**src/rtl/alu_share_arbiter.sv**
```systemverilog
// alu_share_arbiter
// Shares one combinational ALU between two requesters (0: execute stage,
// 1: branch/address helper). At most one request is granted per cycle using
// round-robin arbitration. The granted operands/opcode drive the ALU, and the
// ALU result/zero flag are captured into a one-entry response register that
// belongs to the granted requester.
//
// Ports
//   clk, reset_n                       clock (rising edge), async active-low reset
//   reqN_valid/ready/a/b/op            request channel per requester (N = 0, 1)
//   rspN_valid/ready/result/zero       response channel per requester
//   alu_srca/alu_srcb/alu_operation    drive to the shared ALU
//   alu_result/alu_zero                return from the shared ALU
//   conflict_cnt                       saturating count of cycles with both requesters eligible
module alu_share_arbiter #(
    parameter int DATA_WIDTH    = 32,
    parameter int OPCODE_LENGTH = 4,
    parameter int CNT_WIDTH     = 16
) (
    input  logic                     clk,
    input  logic                     reset_n,

    input  logic                     req0_valid,
    output logic                     req0_ready,
    input  logic [DATA_WIDTH-1:0]    req0_a,
    input  logic [DATA_WIDTH-1:0]    req0_b,
    input  logic [OPCODE_LENGTH-1:0] req0_op,

    input  logic                     req1_valid,
    output logic                     req1_ready,
    input  logic [DATA_WIDTH-1:0]    req1_a,
    input  logic [DATA_WIDTH-1:0]    req1_b,
    input  logic [OPCODE_LENGTH-1:0] req1_op,

    output logic                     rsp0_valid,
    input  logic                     rsp0_ready,
    output logic [DATA_WIDTH-1:0]    rsp0_result,
    output logic                     rsp0_zero,

    output logic                     rsp1_valid,
    input  logic                     rsp1_ready,
    output logic [DATA_WIDTH-1:0]    rsp1_result,
    output logic                     rsp1_zero,

    output logic [DATA_WIDTH-1:0]    alu_srca,
    output logic [DATA_WIDTH-1:0]    alu_srcb,
    output logic [OPCODE_LENGTH-1:0] alu_operation,
    input  logic [DATA_WIDTH-1:0]    alu_result,
    input  logic                     alu_zero,

    output logic [CNT_WIDTH-1:0]     conflict_cnt
);

    // run_q is cleared asynchronously by reset and set on the first clock
    // edge after release. Gating eligibility with it guarantees no grant
    // while reset is asserted without routing the reset net into the
    // combinational grant path.
    logic                  run_q;
    logic                  last_grant_q, last_grant_d;
    logic                  rsp0_valid_q, rsp0_valid_d;
    logic                  rsp1_valid_q, rsp1_valid_d;
    logic [DATA_WIDTH-1:0] rsp0_result_q, rsp0_result_d;
    logic [DATA_WIDTH-1:0] rsp1_result_q, rsp1_result_d;
    logic                  rsp0_zero_q, rsp0_zero_d;
    logic                  rsp1_zero_q, rsp1_zero_d;
    logic [CNT_WIDTH-1:0]  conflict_cnt_q, conflict_cnt_d;

    logic elig0, elig1, both_elig;
    logic grant0, grant1;

    always_comb begin
        // A full slot that is draining this cycle can accept a new result.
        elig0     = run_q && req0_valid && (!rsp0_valid_q || rsp0_ready);
        elig1     = run_q && req1_valid && (!rsp1_valid_q || rsp1_ready);
        both_elig = elig0 && elig1;

        // On a conflict the requester that did not win last time is chosen.
        grant0 = elig0 && (!elig1 ||  last_grant_q);
        grant1 = elig1 && (!elig0 || !last_grant_q);
    end

    always_comb begin
        alu_srca      = '0;
        alu_srcb      = '0;
        alu_operation = '0;
        if (grant0) begin
            alu_srca      = req0_a;
            alu_srcb      = req0_b;
            alu_operation = req0_op;
        end else if (grant1) begin
            alu_srca      = req1_a;
            alu_srcb      = req1_b;
            alu_operation = req1_op;
        end
    end

    always_comb begin
        last_grant_d = last_grant_q;
        if (grant0) begin
            last_grant_d = 1'b0;
        end else if (grant1) begin
            last_grant_d = 1'b1;
        end

        // A grant loads the slot even when the old entry drains in the same
        // cycle, so back-to-back operations see no bubble.
        rsp0_valid_d  = rsp0_valid_q;
        rsp0_result_d = rsp0_result_q;
        rsp0_zero_d   = rsp0_zero_q;
        if (grant0) begin
            rsp0_valid_d  = 1'b1;
            rsp0_result_d = alu_result;
            rsp0_zero_d   = alu_zero;
        end else if (rsp0_valid_q && rsp0_ready) begin
            rsp0_valid_d  = 1'b0;
        end

        rsp1_valid_d  = rsp1_valid_q;
        rsp1_result_d = rsp1_result_q;
        rsp1_zero_d   = rsp1_zero_q;
        if (grant1) begin
            rsp1_valid_d  = 1'b1;
            rsp1_result_d = alu_result;
            rsp1_zero_d   = alu_zero;
        end else if (rsp1_valid_q && rsp1_ready) begin
            rsp1_valid_d  = 1'b0;
        end

        conflict_cnt_d = conflict_cnt_q;
        if (both_elig && (conflict_cnt_q != {CNT_WIDTH{1'b1}})) begin
            conflict_cnt_d = conflict_cnt_q + CNT_WIDTH'(1);
        end
    end

    always_ff @(posedge clk or negedge reset_n) begin
        if (!reset_n) begin
            run_q          <= 1'b0;
            last_grant_q   <= 1'b1;
            rsp0_valid_q   <= 1'b0;
            rsp1_valid_q   <= 1'b0;
            rsp0_result_q  <= '0;
            rsp1_result_q  <= '0;
            rsp0_zero_q    <= 1'b0;
            rsp1_zero_q    <= 1'b0;
            conflict_cnt_q <= '0;
        end else begin
            run_q          <= 1'b1;
            last_grant_q   <= last_grant_d;
            rsp0_valid_q   <= rsp0_valid_d;
            rsp1_valid_q   <= rsp1_valid_d;
            rsp0_result_q  <= rsp0_result_d;
            rsp1_result_q  <= rsp1_result_d;
            rsp0_zero_q    <= rsp0_zero_d;
            rsp1_zero_q    <= rsp1_zero_d;
            conflict_cnt_q <= conflict_cnt_d;
        end
    end

    assign req0_ready   = grant0;
    assign req1_ready   = grant1;
    assign rsp0_valid   = rsp0_valid_q;
    assign rsp1_valid   = rsp1_valid_q;
    assign rsp0_result  = rsp0_result_q;
    assign rsp1_result  = rsp1_result_q;
    assign rsp0_zero    = rsp0_zero_q;
    assign rsp1_zero    = rsp1_zero_q;
    assign conflict_cnt = conflict_cnt_q;

endmodule

```
**config.mk**
```make
export PLATFORM = sky130hd
export DESIGN_NAME = alu_share_arbiter
export DESIGN_NICKNAME = d
export VERILOG_FILES = /design/src/rtl/alu_share_arbiter.sv
export SDC_FILE = /design/constraint.sdc
export NUM_CORES = 1
export LEC_CHECK = 0
export CORE_AREA = 2 2 126 128
export CTS_BUF_LIST = sky130_fd_sc_hd__clkbuf_8
export CTS_CLUSTER_SIZE = 8
export DETAILED_ROUTE_END_ITERATION = 8
export DIE_AREA = 0 0 128 130
export PLACE_DENSITY = 0.68
export SETUP_SLACK_MARGIN = 0.4
export SKIP_LAST_GASP = 1
export SYNTH_ARGS = -nofsm -noshare
export SYNTH_HDL_FRONTEND = slang
export SYNTH_SLANG_ARGS = --single-unit
```
**constraint.sdc**
```tcl
create_clock -name clk -period 2.6 [get_ports clk]
set_input_delay 0.52 -clock clk [delete_from_list [all_inputs] [get_ports clk]]
set_output_delay 0.52 -clock clk [all_outputs]
set_load 0.02 [all_outputs]
```
==> results.md, run 1 <==
- Post-layout minimum cycle time: 2.52 ns
- Final Skew: roughly 0.0098 ns
- Maximum clock path buffer count: 2
- Final Slew Violations: 0
- DRC viols: 0
- Post-Syn Area: around 4000 um2
- Post-route ant nets: 0
- Multi-input logic area: around 2000 um2
- Vias in the first global route: between 4000 and 5000
- Crit-path max cell delay: about 0.27 ns
- RSZ-0062 raised after global routing: yes
- Gr ovfl total: 0
- Die area: around 17000 um2
- Hold Buf Count CTS: 0
- Die Height: around 130 um
- YS warnings: 0
- Stages on worst setup path: 10
- Commonest cells after routing, fill and taps aside: 253 x clkdlybuf4s50_1, 85 x dfrtp_1, 65 x mux2_2, 64 x buf_6, 47 x a22o_1
- GPL Wtd Cong: 0.906
- Critical Path End Type: output pin
- Synth cell types: 32
- Total Nets Final: ~850
- DRT iter0 DRCs: roughly 160
- Worst slew pin tran: about 0.6 ns
- Worst EP required: approximately 2.1 ns
- Max Fclk: a little under 400 MHz
- Die width: ~130 um
- Worst r2r path cells: 10
- Overall Power: between 5 and 6 mW
- Worst Path Arrival: 2.00 ns
- TritonCTS clock tree: yes
- CP Class: input port to output pin
- FP Rows: 46
- Buf/Inv on CP: 6
- Post-Place Cells: 822
- Fillcell total: 1272
- Commonest non-fill, non-tap cell in the layout: clkdlybuf4s50_1
- Max-slew headroom: between 60% and 70%
- Sequential fraction of the synthesis area: a little over half
- Ratio of cells with drive above 1 in the final layout: a little over a third
- Mapped Nets: around 480
- Crit-path max FO: 5
- Fin cells: 874
- GRT Overall Usage: 23.1%
- CP delay by family, top: buffers and inverters
- Startpoint types: input port
- Final period util: 97.0%
- IO Pins: around 330
- H-tree level count: 3
- PortBufs: approximately 330
- Worst skew pair latency: 0.35 ns
- HP Class: input port to async pin
- Setup TNS: 0 ns
- Outcome: finished, final reports clean
- Post-Synthesis Cells: approximately 300
- Place WS: -0.636 ns
- Synthesis-stage register bit count: 86
- Power Dens Cells: slightly below 600 nW/um2
- Number of antenna violations at the first check in global routing: 2
- Final WS setup: slightly below 0.08 ns
- Initial Utilization: a little over a quarter
- Worst vdd ir: between 400 and 500 uV
- Total Wirelength: just over 20000 um
- Vias: 4288
- Largest net degree at the start of global routing: 45
- CTS Sinks: between 80 and 90
- Reg clk slew, reported paths: around 0.08 ns
- Vias per cell: just under 5
- Wire length per cell: 23.4 um
- Area Growth Syn to Fin: 117%
- Area of the core region: between 15000 and 20000 um2
- Synth Area per Inst: around 13 um2
- DP HPWL: approximately 15000 um
- Max-cap violation count: 0
- Fin. Hold Viols: 0
- Setup-failing EPs final: 0
- Register area: between 2000 and 2500 um2
- Num CTS Buffers: 9
- Leak: 3.77 nW
- First-pass GRT wire length: about 28000 um
- DRT Pass-1 Iters: 4
- Crit path max-delay cell type: and2b_2
- Cells along the critical path: clkdlybuf4s15_1 -> nand2_2 -> and2b_2 -> a21oi_4 -> buf_12 -> buf_6 -> buf_6 -> buf_12 -> a22o_4 -> buf_8
- CTS root buf: clkbuf_8
## synthesized netlist by cell type
library cell / count / area, um2
nand2_1: 10 / 37.5
inv_1: 2 / 7.51
o21ai_4: 1 / 16.3
a21o_1: 1 / 7.51
mux2_1: 2 / 22.5
xnor2_1: 11 / 96.3
and2b_1: 1 / 7.51
dfstp_2: 1 / 26.3
nor4_2: 1 / 12.5
nor3_2: 1 / 10.0
nor2_1: 3 / 11.3
o21a_1: 1 / 7.51
ha_1: 1 / 12.5
nand4_1: 7 / 43.8
a22o_1: 68 / 596
nand2b_1: 2 / 12.5
nand3_2: 1 / 10.0
buf_2: 16 / 80.1
and3_1: 2 / 12.5
nor4_1: 1 / 6.26
or4_4: 1 / 11.3
nand3_1: 7 / 35.0
clkbuf_1: 5 / 18.8
inv_2: 1 / 3.75
dfrtp_1: 85 / 2130
nor2_2: 2 / 12.5
a21oi_1: 1 / 5.00
conb_1: 1 / 3.75
a41oi_2: 1 / 16.3
xor2_1: 3 / 26.3
nand4bb_4: 1 / 27.5
mux2_2: 65 / 732
## state kept, by name, indices dropped and copies added, names as in the netlist
name and count:
rsp0_valid 1, conflict_cnt 16, run_q 1, rsp1_result 32, last_grant_q 1, rsp1_valid 1, rsp0_zero 1, rsp1_zero 1
rsp0_result 32
## cell families (layout without fill, tap and decap cells)
logic type / Yosys count / after routing / share of synthesized area [%]
AO/OA/AOI/OAI: 73 / 73 / 16.0
XOR/XNOR: 14 / 14 / 3.02
AND/OR/NAND/NOR: 40 / 40 / 6.17
flip-flops: 86 / 86 / 53.1
adder cells (fa/ha/maj): 1 / 1 / 0.308
multiplexers: 67 / 67 / 18.6
buffers and inverters: 24 / 394 / 2.72
other: 1 / 7 / 0.0925
## stage by stage
step	area [um2]	utilization, %	hold slack [ns]
finish	8790	57.0	0.164
global route	8780	56.9	0.197
CTS	8640	56.0	0.179
detailed placement	7810	50.6	0.477
global placement	7810	50.6	0.471
floorplan	4220	-	0.224
## metal layers
metal,up-vias,track usage [%],part of all wire [%]
li1,1903,-,-
met4,0,8.08,2.3
met5,-,0,0
met3,31,6.48,7.5
met2,201,38.7,50
met1,2153,28.8,40
## worst reg2reg max path, cell delays in order, from the launching register on
cell and delay (ns):
dfrtp_1 0.41, nand2_2 0.08, and2b_2 0.26, a21oi_4 0.15, buf_12 0.13, buf_6 0.10, buf_6 0.11, buf_12 0.11
buf_6 0.17, clkbuf_16 0.19, mux2_2 0.33
## worst paths after layout
kind	startpoint	endpoint	slack, ns
worst max-delay path	req0_valid	alu_srcb[26]	0.08
worst min-delay path	reset_n	conflict_cnt[3]	0.16
worst max register to register	run_q	rsp1_result[10]	0.47
worst min register to register	rsp1_result[24]	rsp1_result[24]	0.49
max in group asynchronous	reset_n	rsp1_result[8]	1.82
min in group clk	rsp1_result[24]	rsp1_result[24]	0.49
## power by group
| group | total, mW | internal (mW) | switching [mW] |
|---|---|---|---|
| Combinational | 2.28 | 1.27 | 1.00 |
| Sequential | 1.77 | 1.60 | 0.170 |
| Clock | 1.12 | 0.655 | 0.464 |
| Total | 5.17 | 3.53 | 1.64 |
## area by class of cell
| type | count | area share (%) |
|---|---|---|
| Sequential cell | 86 | 24.5 |
| Clock buffer | 10 | 1.57 |
| Multi-Input combinational cell | 196 | 23.0 |
| Timing Repair Buffer | 376 | 46.8 |
| Tap cell | 192 | 2.73 |
| Inverter | 3 | 0.185 |
| Antenna cell | 6 | 0.171 |
| Clock inverter | 5 | 1.12 |
## what timing repair did
action | CTS | global route
resized for setup | 412 | 16
gates cloned | 11 | 3
endpoints found under the setup margin | 87 | 87
pin swaps | 35 | 3
setup buffers | 16 | 1
Note: power is estimated with default switching activity, not from simulation.
==> inputs of run 2 (changes only) <==
--- a/config.mk
+++ b/config.mk
@@ -5,6 +5,7 @@
 export SDC_FILE = /design/constraint.sdc
 export NUM_CORES = 1
 export LEC_CHECK = 0
+export CAP_MARGIN = 10
 export CORE_AREA = 2 2 126 128
 export CTS_BUF_LIST = sky130_fd_sc_hd__clkbuf_8
 export CTS_CLUSTER_SIZE = 8
@@ -16,3 +17,4 @@
 export SYNTH_ARGS = -nofsm -noshare
 export SYNTH_HDL_FRONTEND = slang
 export SYNTH_SLANG_ARGS = --single-unit
+export TNS_END_PERCENT = 10
==> results.md, run 2 (same netlist as run 1, synthesis figures left out) <==
- Outcome: finished, final reports clean
- Maximum clock path buffer count: 2
- Post-route ant nets: 0
- Total Nets Final: a little over 800
- Final period util: between 90% and 100%
- Wire length per cell: roughly 22 um
- Max-cap violation count: 0
- Ant diodes: 0
- Area Growth Syn to Fin: 102%
- Gr ovfl total: 0
- Largest net degree at the start of global routing: between 50 and 60
- TritonCTS clock tree: yes
- DRT iter0 DRCs: 78
- DRC viols: 0
- Hold Buf Count CTS: 0
- Total Wirelength: between 15000 and 20000 um
- Fin. Hold Viols: 0
- GRT met3 Usage: under 10%
- GRT Overall Usage: 21.5%
- Ratio of cells with drive above 1 in the final layout: a little under a third
- CTS Sinks: 86
- Fin cells: 851
- Power Dens Cells: ~590 nW/um2
- HP Class: input port to async pin
- Worst skew pair latency: ~0.35 ns
- Reg clk slew, reported paths: 0.09 ns
- CTS root buf: clkbuf_8
- Global-route track usage on met2: between 30% and 40%
- Setup-failing EPs final: 0
- Area of the core region: ~15000 um2
- DRT Pass-1 Iters: 4
- DP HPWL: about 14000 um
- CP Class: flop to output pin
- Num CTS Buffers: 9
- Leak: about 3.5 nW
- Worst vdd ir: ~550 uV
- GPL Wtd Cong: around 0.87
- Die area: approximately 17000 um2
- Max Fclk: 402 MHz
- Vias per cell: slightly below 5
- Initial Utilization: 26.3%
- IO Pins: 329
- Area after DPL: between 7000 and 8000 um2
- PortBufs: between 300 and 400
- Critical Path End Type: output pin
- Final Slew Violations: 0
- Post-route cell area: between 8000 and 9000 um2
- Worst EP required: around 2.1 ns
- First-pass GRT wire length: between 20000 and 30000 um
- Startpoint types: flop
- H-tree level count: 3
- Die Height: 130 um
- Die width: about 130 um
- Crit-path max FO: 13
- Layer carrying the most global-route usage: met2
- Post-layout minimum cycle time: between 2 and 2.5 ns
- Commonest cells after routing, fill and taps aside: 253 x clkdlybuf4s50_1, 85 x dfrtp_1, 65 x mux2_2, 56 x a22o_1, 30 x buf_2
- FP Rows: between 40 and 50
- Commonest non-fill, non-tap cell in the layout: clkdlybuf4s50_1
- Vias in the first global route: 4286
- Worst Path Arrival: between 1.5 and 2 ns
- Max-slew headroom: 66.6%
- Worst slew pin tran: approximately 0.50 ns
- Final Skew: 0.0126 ns
- M1 GR Usage: 26.9%
- Number of antenna violations at the first check in global routing: 1
- Vias: 4097
- RSZ-0062 raised after global routing: yes
- Post-Place Cells: 820
==> run 2: per-layer routing <==
layer | wire length, um | vias up
met4 | 327 | 2
met2 | 9250 | 181
met1 | 7590 | 2033
met5 | 13 | -
li1 | - | 1861
met3 | 1500 | 20
==> run 2: path summary, 6_finish.rpt <==
check | startpoint | endpoint | slack [ns] | cells after the start
worst max register to register | run_q | rsp1_result[10] | 0.50 | 8
worst min register to register | rsp1_result[24] | rsp1_result[24] | 0.49 | 1
min in group clk | rsp1_result[24] | rsp1_result[24] | 0.49 | 1
max in group asynchronous | reset_n | rsp1_result[1] | 1.85 | 2
worst min-delay path | reset_n | rsp0_result[18] | 0.11 | 1
worst max-delay path | run_q | alu_srcb[15] | 0.11 | 8
==> run 2: worst max-delay path, stage by stage (launching register included) <==
cell and delay (ns):
dfrtp_1 0.38, nand2_1 0.07, and2b_2 0.26, o21ai_4 0.09, inv_6 0.09, buf_16 0.16, buf_4 0.14, a22o_1 0.24
buf_4 0.17
==> run 2: cell type report <==
class                   count  area (um2)
clock buffers              10         138
clock inverters             5        60.1
fillers                  1330        7230
inverters                   3        16.3
multi-input cells         196        1940
flip-flops and latches     86        2150
well taps                 192         240
repair buffers            359        3650
==> run 2: what timing repair did <==
item / 4_1_cts / 5_1_grt
resized for setup: 274 / 25
setup endpoints to repair: 92 / 72
hold endpoints to repair: 0 / 0
pin swaps: 12 / 2
setup buffers: 4 / 3
gates cloned: 8 / 1
==> run 2: report_power, final <==
part           internal, mW  switching (mW)  total, mW
Sequential             1.60           0.165       1.77
Clock                 0.467           0.470      0.937
Combinational          1.16           0.956       2.11
Total                  3.23            1.59       4.82
==> run 2: per-stage QoR <==
step	utilization [%]	total power, mW	hold slack [ns]	setup WS [ns]	TNS (ns)
after CTS	52.6	4.85	0.0963	0.0909	0
after floorplan	-	2.66	0.224	0.293	0
after global routing	53.1	5.05	0.113	0.0206	0
after detailed placement	49.9	3.83	0.474	-0.573	-34.95
final	53.1	4.82	0.115	0.114	0
after global placement	49.9	3.80	0.472	-0.554	-32.85
